### src/rtl/timer_arbiter.sv
// Round-robin arbiter that shares one counter_timer among NREQ requesters as a one-shot timeout.
// Optional lost-IRQ watchdog (adds the err port) is enabled by defining TIMER_ARB_WDOG_EN.
module timer_arbiter #(
  parameter int NREQ       = 4,
  parameter int WDOG_SLACK = 16
) (
  input  logic                 clkin,
  input  logic                 reset,
  input  logic [NREQ-1:0]      req,
  input  logic [32*NREQ-1:0]   req_delay,
  input  logic [NREQ-1:0]      cancel,
  output logic [NREQ-1:0]      gnt,
  output logic [NREQ-1:0]      done,
  output logic                 busy,
  output logic                 tmr_cfg_we,
  output logic [31:0]          tmr_cfg_di,
  output logic [3:0]           tmr_dat_we,
  output logic [31:0]          tmr_dat_di,
  input  logic                 tmr_irq
`ifdef TIMER_ARB_WDOG_EN
  ,
  output logic                 err
`endif
);

  localparam int          OW        = (NREQ > 1) ? $clog2(NREQ) : 1;
  // enable | oneshot | irq_ena, count down
  localparam logic [31:0] CFG_START = 32'h0000_000B;

  typedef enum logic [1:0] {IDLE, LOAD, RUN, STOP} state_t;

  state_t        state, state_next;
  logic [OW-1:0] owner, ptr, pick, cand;
  logic [31:0]   delay;
  logic          cmpl, cmpl_next;
  logic [31:0]   delays [NREQ];

  for (genvar g = 0; g < NREQ; g++) begin : g_unpack
    assign delays[g] = req_delay[32*g +: 32];
  end

  // Descending scan so the last hit is the first set bit after ptr (with wrap).
  always_comb begin
    pick = ptr;
    cand = ptr;
    for (int i = NREQ; i >= 1; i--) begin
      cand = OW'((int'(ptr) + i) % NREQ);
      if (req[cand]) pick = cand;
    end
  end

`ifdef TIMER_ARB_WDOG_EN
  logic [32:0] wd_cnt;
  logic        wd_err, wd_err_next, wd_expire;

  assign wd_expire = (wd_cnt + 33'd1) >= ({1'b0, delay} + 33'(WDOG_SLACK));
`endif

  always_comb begin
    // NOTE: every variable gets a default before the case so no latch is inferred.
    state_next = state;
    cmpl_next  = cmpl;
`ifdef TIMER_ARB_WDOG_EN
    wd_err_next = wd_err;
`endif
    unique case (state)
      IDLE: if (|req) state_next = LOAD;
      LOAD: begin
        state_next = RUN;
        cmpl_next  = 1'b0;
`ifdef TIMER_ARB_WDOG_EN
        wd_err_next = 1'b0;
`endif
      end
      RUN: begin
        if (tmr_irq) begin
          state_next = STOP;
          cmpl_next  = 1'b1;
        end else if (cancel[owner]) begin
          state_next = STOP;
        end
`ifdef TIMER_ARB_WDOG_EN
        else if (wd_expire) begin
          state_next  = STOP;
          wd_err_next = 1'b1;
        end
`endif
      end
      STOP:    state_next = IDLE;
      default: state_next = IDLE;
    endcase
  end

  always_ff @(posedge clkin or posedge reset) begin
    if (reset) begin
      state <= IDLE;
      owner <= '0;
      ptr   <= OW'(NREQ - 1);
      delay <= '0;
      cmpl  <= 1'b0;
    end else begin
      // NOTE: non-blocking assignments so every register samples pre-edge values.
      state <= state_next;
      cmpl  <= cmpl_next;
      if (state == IDLE && |req) begin
        owner <= pick;
        ptr   <= pick;
        delay <= delays[pick];
      end
    end
  end

`ifdef TIMER_ARB_WDOG_EN
  always_ff @(posedge clkin or posedge reset) begin
    if (reset) begin
      wd_cnt <= '0;
      wd_err <= 1'b0;
    end else begin
      wd_err <= wd_err_next;
      if (state == LOAD)     wd_cnt <= '0;
      else if (state == RUN) wd_cnt <= wd_cnt + 33'd1;
    end
  end

  assign err = (state == STOP) && wd_err;
`endif

  // Outputs decode only from registers, so async reset clears them without a clock edge.
  always_comb begin
    gnt        = '0;
    done       = '0;
    busy       = (state != IDLE);
    tmr_cfg_we = 1'b0;
    tmr_cfg_di = '0;
    tmr_dat_we = '0;
    tmr_dat_di = '0;
    if (state != IDLE) gnt[owner] = 1'b1;
    case (state)
      LOAD: begin
        tmr_dat_we = 4'hF;
        tmr_dat_di = delay;
        tmr_cfg_we = 1'b1;
        tmr_cfg_di = CFG_START;
      end
      STOP: begin
        tmr_cfg_we = 1'b1;
        tmr_cfg_di = '0;
        if (cmpl) done[owner] = 1'b1;
      end
      default: ;
    endcase
  end

endmodule
### config.mk
export PLATFORM = sky130hd
export DESIGN_NAME = timer_arbiter
export DESIGN_NICKNAME = d
export VERILOG_FILES = /design/src/rtl/timer_arbiter.sv
export SDC_FILE = /design/constraint.sdc
export NUM_CORES = 1
export LEC_CHECK = 0
export BUFFER_PORTS_ARGS = -buffer_cell sky130_fd_sc_hd__buf_2
export CORE_MARGIN = 5
export CORE_UTILIZATION = 42
export CTS_CLUSTER_DIAMETER = 80
export DETAILED_ROUTE_END_ITERATION = 10
export GPL_ROUTABILITY_DRIVEN = 0
export PLACE_DENSITY = 0.82
export SETUP_SLACK_MARGIN = 0.15
export SYNTH_ARGS = -nofsm -noshare
export SYNTH_HDL_FRONTEND = slang
export SYNTH_SLANG_ARGS = --single-unit
### constraint.sdc
create_clock -name clkin -period 1.8 [get_ports clkin]
set_input_delay 0.36 -clock clkin [delete_from_list [all_inputs] [get_ports clkin]]
set_output_delay 0.36 -clock clkin [all_outputs]
set_load 0.1 [all_outputs]
* Yosys cells after proc, flatten, opt, wreduce, memory -nomap -nowiden *
Index checks and enable logic that the tools add are counted.

storage, ports and cells
  register bits after elaboration = 39
  output and inout bits = 78
  logic and storage cells = 64

cells by class
  add/sub/neg operators = 4
  magnitude comparators = 7
  equal/unequal tests = 6
  multiplexer cells = 32
  bitwise operators = 1
  reduce and logical (&&, ||, !) cells = 9

operator list
  operator                                                            count
  2-to-1 mux 32 bit                                                   3
  binary-select mux 32 bit (select 2 bit)                             1
  2-to-1 mux 4 bit                                                    5
  less-than comparator 2 x 3 -> 1 bit (second input constant)         5
  2-to-1 mux 2 bit                                                    7
  binary-select mux 1 bit (select 2 bit)                              5
  2-to-1 mux 1 bit                                                    8
  one-hot mux 2 bit (4 select lines)                                  1
  adder 2 x 1 -> 2 bit (second input constant)                        2
  adder 2 bit (second input constant)                                 2
  equality test 2 bit (second input constant)                         2
  inequality test 2 bit (second input constant)                       2
  AND reduction 2 bit                                                 2
  nonzero test 2 bit                                                  2
  OR reduction 4 bit                                                  1
  greater-or-equal comparator 3 bit (second input constant)           1
  inequality test 3 bit (second input constant)                       1
  NOT 2 -> 3 bit                                                      1
  demux 1 bit (select 2 bit)                                          1
  equality test 2 x 1 -> 1 bit (second input constant)                1
  greater-or-equal comparator 2 x 1 -> 1 bit (second input constant)  1
  logical AND 1 bit                                                   2
  logical NOT 2 bit                                                   1
  one-hot mux 1 bit (2 select lines)                                  1
  OR reduction 2 bit                                                  1

* Depth between registers and ports, before layout *
  depth after elaboration = 11
  mapped depth = 7
  gate-level depth less buffers = 7

* Worst setup path before layout *
No wires, ideal clock.

  kind = flip-flop to output port
  start point = register state[0]
  end point = output gnt[0]
  arrival = 2.738 ns
  required time = 1.440 ns
  path slack = -1.298 ns
  stages on the path, launching flop included = 4
  path buffers = 0
  cell sequence = dfrtp_1 -> inv_1 -> ha_1 -> nor3_1

on the way
  longest elaborated chain between the ends = 2

ends and longest elaborated chain
  what                    RTL line  RTL
  from (decl)             32        state_t state, state_next;
  from (signal assigned)  103       state <= state_next;
  nonzero test 2 bit      137       if (state != IDLE) gnt[owner] = 1'b1;
  2-to-1 mux 4 bit        137
  to (decl)               12        output logic [NREQ-1:0] gnt,

Every way passes these cells.

* Worst setup path in the final report *
  start point = register state[1]
  end point = output tmr_dat_di[11]

on the way
  longest elaborated chain between the ends = 2

ends and longest elaborated chain
  what                          RTL line  RTL
  equality test 2 x 1 -> 1 bit  138       case (state)
  2-to-1 mux 32 bit             138
  to (decl)                     18        output logic [31:0] tmr_dat_di,

Every way passes these cells.

==> impl_metrics.xml <==
<?xml version="1.0" encoding="UTF-8"?>
<metrics>
  <group name="synth">
    <metric name="synth-compound-area-share" unit="">0.1177</metric>
    <metric name="synthCells" unit="">312</metric>
    <metric name="dominant_combinational_cell_family_by_area_after_synthesis" unit="">multiplexers</metric>
    <metric name="synthMuxAreaShare" unit="">0.2238</metric>
    <metric name="synth.avg_cell_area" unit="um2">9.641</metric>
    <metric name="synth_area" unit="mm2">0.003008</metric>
    <metric name="yosys.area_share.xor_xnor" unit="">0</metric>
    <metric name="seq_area_frac_synth" unit="">0.3253</metric>
    <metric name="post_synthesis_adder_cell_area_fraction" unit="">0.02080</metric>
    <metric name="yosys_register_bits" unit="">39</metric>
    <metric name="synth-simple-area-share" unit="">0.1547</metric>
    <metric name="netlist-cell-type-count" unit="">27</metric>
    <metric name="yosys_warnings" unit="">0</metric>
  </group>
  <group name="cells_and_area">
    <metric name="area.growth.synth_to_final" unit="%">91.10</metric>
    <metric name="highest_count_cells_in_the_layout_ignoring_fill_and_taps" unit="">buf_2 (138), buf_12 (60), mux2i_1 (45)</metric>
    <metric name="final_core_utilization" unit="">0.8368</metric>
    <metric name="fillers" unit="">402</metric>
    <metric name="area_taken_by_multi_input_logic_gates" unit="mm2">0.002168</metric>
    <metric name="n_antenna_cell" unit="">0</metric>
    <metric name="post_route_cells_drive_above_1_share" unit="">0.6357</metric>
    <metric name="fin_nets" unit="">670</metric>
    <metric name="layout_commonest_cell" unit="">buf_2</metric>
    <metric name="layout.area.seq" unit="um2">980.9</metric>
    <metric name="final_cell_area" unit="mm2">0.005748</metric>
  </group>
  <group name="detailed_routing">
    <metric name="totalWireLength" unit="um">12400</metric>
    <metric name="vias" unit="">3274</metric>
    <metric name="detailroute.wirelength.met2" unit="um">6867</metric>
    <metric name="detail_route.drc_violations" unit="">0</metric>
    <metric name="drt-vias-per-instance" unit="">5.255</metric>
    <metric name="drt-met1-wl" unit="um">4190</metric>
    <metric name="detailedRoute.firstPassIterationCount" unit="">4</metric>
    <metric name="drt-wirelength-per-cell" unit="um">19.90</metric>
    <metric name="drt.antenna.violating_nets" unit="">0</metric>
    <metric name="drtIter0Drc" unit="">97</metric>
    <metric name="highest_layer" unit="">met4</metric>
    <metric name="wl_met3" unit="um">1030</metric>
  </group>
  <group name="floorplanning">
    <metric name="floorplan.core_area" unit="mm2">0.006869</metric>
    <metric name="fp.dieArea" unit="mm2">0.008954</metric>
    <metric name="die-height" unit="um">94.63</metric>
    <metric name="boundaryPins" unit="">217</metric>
    <metric name="die_width" unit="um">94.63</metric>
    <metric name="initial_core_util" unit="">0.4379</metric>
    <metric name="std_cell_rows" unit="">30</metric>
  </group>
  <group name="worst_setup_path">
    <metric name="worst_setup_path_type" unit="">flip-flop to output port</metric>
    <metric name="worst_path_max_delay_cell" unit="">dfrtp_1</metric>
    <metric name="critPathMaxFanout" unit="">17</metric>
    <metric name="worst-endpoint-required" unit="ns">1.44</metric>
    <metric name="critPathTopFamily" unit="">buffers and inverters</metric>
    <metric name="largest_incremental_delay_on_the_critical_path" unit="ns">0.42</metric>
    <metric name="critPathLaunch" unit="">state[1]</metric>
    <metric name="worst_r2r_path_depth" unit="">7</metric>
    <metric name="crit_top_cell" unit="">buf_12</metric>
    <metric name="reg2reg_setup_slack" unit="ns">-0.09</metric>
    <metric name="endpoint_kind" unit="">output port</metric>
    <metric name="crit_chain" unit="">inv_2 -&gt; ha_4 -&gt; buf_12 -&gt; and2_4 -&gt; buf_12</metric>
    <metric name="critical_path.n_buffers_inverters" unit="">3</metric>
    <metric name="crit_path_start_kind" unit="">flip-flop</metric>
    <metric name="rr_startpoint" unit="">ptr[1]</metric>
    <metric name="worst_ep_arrival_time" unit="ns">1.58</metric>
    <metric name="rr_endpoint" unit="">delay[24]</metric>
  </group>
  <group name="global_routing">
    <metric name="grt_first_pass_wirelength" unit="um">17280</metric>
    <metric name="grt_antenna_before_repair" unit="">0</metric>
    <metric name="track_usage" unit="">0.2505</metric>
    <metric name="gr-total-overflow" unit="">0</metric>
    <metric name="grt_max_degree" unit="">40</metric>
    <metric name="via_count_of_the_first_global_routing_pass" unit="">3439</metric>
  </group>
  <group name="clock_tree">
    <metric name="tritoncts" unit="">done</metric>
    <metric name="cts_buffer_count" unit="">5</metric>
    <metric name="worstSkewPairLatency" unit="ns">0.29</metric>
    <metric name="numClockSinks" unit="">39</metric>
    <metric name="cts.htree.levels" unit="">2</metric>
    <metric name="cts_buffer_depth" unit="">2</metric>
    <metric name="clk_transition_reported_paths" unit="ns">0.09</metric>
    <metric name="clk_root_buffer_cell" unit="">clkbuf_8</metric>
    <metric name="cts_hold_buffers" unit="">0</metric>
  </group>
  <group name="pwr">
    <metric name="power.ir.vdd_worst" unit="uV">971.0</metric>
    <metric name="leakage" unit="uW">0.002767</metric>
    <metric name="p_per_area" unit="mW/mm2">2216</metric>
  </group>
  <group name="sta">
    <metric name="fin_skew" unit="ns">0.009034</metric>
    <metric name="setup-violations-final" unit="">73</metric>
    <metric name="final_max_slew_viol_count" unit="">0</metric>
    <metric name="worst-slew-pin-transition" unit="ns">0.5308</metric>
    <metric name="hold_viol_final" unit="">0</metric>
    <metric name="max-slew-margin-rel" unit="">0.6461</metric>
    <metric name="fmaxAchievable" unit="MHz">516.5</metric>
    <metric name="setup_ws" unit="ns">-0.1359</metric>
    <metric name="period_needed" unit="ns">1.936</metric>
    <metric name="grt_setup_unrepaired" unit="">true</metric>
    <metric name="final.period_utilization" unit="">1.076</metric>
  </group>
  <group name="outcome">
    <metric name="violations" unit="">negative setup slack</metric>
    <metric name="outcome" unit="">finished with violations</metric>
  </group>
  <group name="placed_design">
    <metric name="place_worst_setup_slack" unit="ns">-0.01990</metric>
    <metric name="post_dp_cell_area" unit="mm2">0.004806</metric>
    <metric name="detailed_placement_wirelength_estimate" unit="um">7695</metric>
    <metric name="place.port_buffers" unit="">187</metric>
  </group>
  <group name="hold_path">
    <metric name="min-delay-path-class" unit="">primary input to asynchronous set/reset pin</metric>
  </group>
  <group name="flow_run">
    <metric name="max_cap_viol_count" unit="">0</metric>
  </group>
</metrics>
[per-layer routing]
layer / GRT usage / up-vias
li1: - / 1482
met3: 0.05578 / 25
met4: 0.08293 / 0
met1: 0.2677 / 1593
met2: 0.4803 / 174
met5: 0 / -
[cells in the mapped netlist]
cell type,instances,area (um2)
mux2i_1,65,650.6
nand2_1,40,150.1
dfrtp_1,37,925.9
buf_4,36,270.3
and2_1,32,200.2
o221ai_1,32,280.3
nor2_1,10,37.54
clkbuf_1,9,33.78
inv_1,7,26.28
a21oi_1,6,30.03
buf_12,5,100.1
ha_1,5,62.56
nand2b_1,5,31.28
nor3_1,4,20.02
o21ai_1,3,15.01
buf_1,2,7.510
buf_2,2,10.01
buf_6,2,22.52
dfstp_2,2,52.55
a22oi_1,1,7.510
a31oi_1,1,6.260
conb_1,1,3.750
mux4_2,1,22.52
nand3b_1,1,7.510
nor4_2,1,12.51
o221ai_2,1,15.01
or2_2,1,6.260
[per-stage QoR]
step | total power (uW) | setup TNS [ns] | std cells | hold slack, ns
2_1_floorplan | 7716 | -6.394 | 340 | 0.4560
3_3_place_gp | 9722 | 0 | 577 | 0.4681
3_5_place_dp | 9941 | -0.03934 | 577 | 0.4747
4_1_cts | 12040 | -3.945 | 614 | 0.2034
5_1_grt | 13220 | -9.673 | 623 | 0.2533
6_report | 12740 | -5.207 | 623 | 0.1983
[worst register-to-register path, cell delays in order, from the launching register on]
cell and delay, ns:
dfstp_2 0.60, mux2i_4 0.27, o221ai_4 0.17, buf_6 0.17, buf_12 0.13, buf_16 0.14, mux2i_1 0.19, o221ai_2 0.11
[sequential cells by signal, summed over array words and instances, names as in the netlist]
register  flops
ptr           2
owner         2
state         2
cmpl          1
delay        32
[logic make-up (layout without fill, tap and decap cells)]
group | count (synthesis) | after routing
buffers and inverters | 63 | 247
adders and majority gates | 5 | 5
other | 1 | 29
and+or+nand+nor | 94 | 97
muxes | 66 | 66
DFF | 39 | 39
AOI/OAI and AO/OA | 44 | 44
[final cells by class]
type	instances	share of cell area
clock buffer	8	0.01741
tap	96	0.02090
sequential	39	0.1707
timing repair buffer	232	0.4086
multi-input combinational	241	0.3772
inverter	7	0.005224
[where the power goes]
group | total (uW) | switching (uW) | internal, uW
Combinational | 10400 | 5930 | 4490
Clock | 670 | 319 | 351
Sequential | 1650 | 303 | 1350
[timing repair]
| item | in CTS | in global routing |
|---|---|---|
| gates resized for setup | 40 | 42 |
| pin swaps | 26 | 11 |
| setup buffers | 19 | 8 |
| setup endpoints to repair | 82 | 87 |
| cloned | 10 | 1 |
[worst max path at each step]
stage,slack (ns),to,cells after the start
after floorplan,-0.17,delay[0],7
after global placement,0.08,delay[23],5
after detailed placement,-0.02,delay[17],5
after CTS,-0.11,tmr_cfg_we,4
after global routing,-0.18,delay[27],7
final,-0.14,tmr_dat_di[11],5
(Power assumes the default switching activity.)
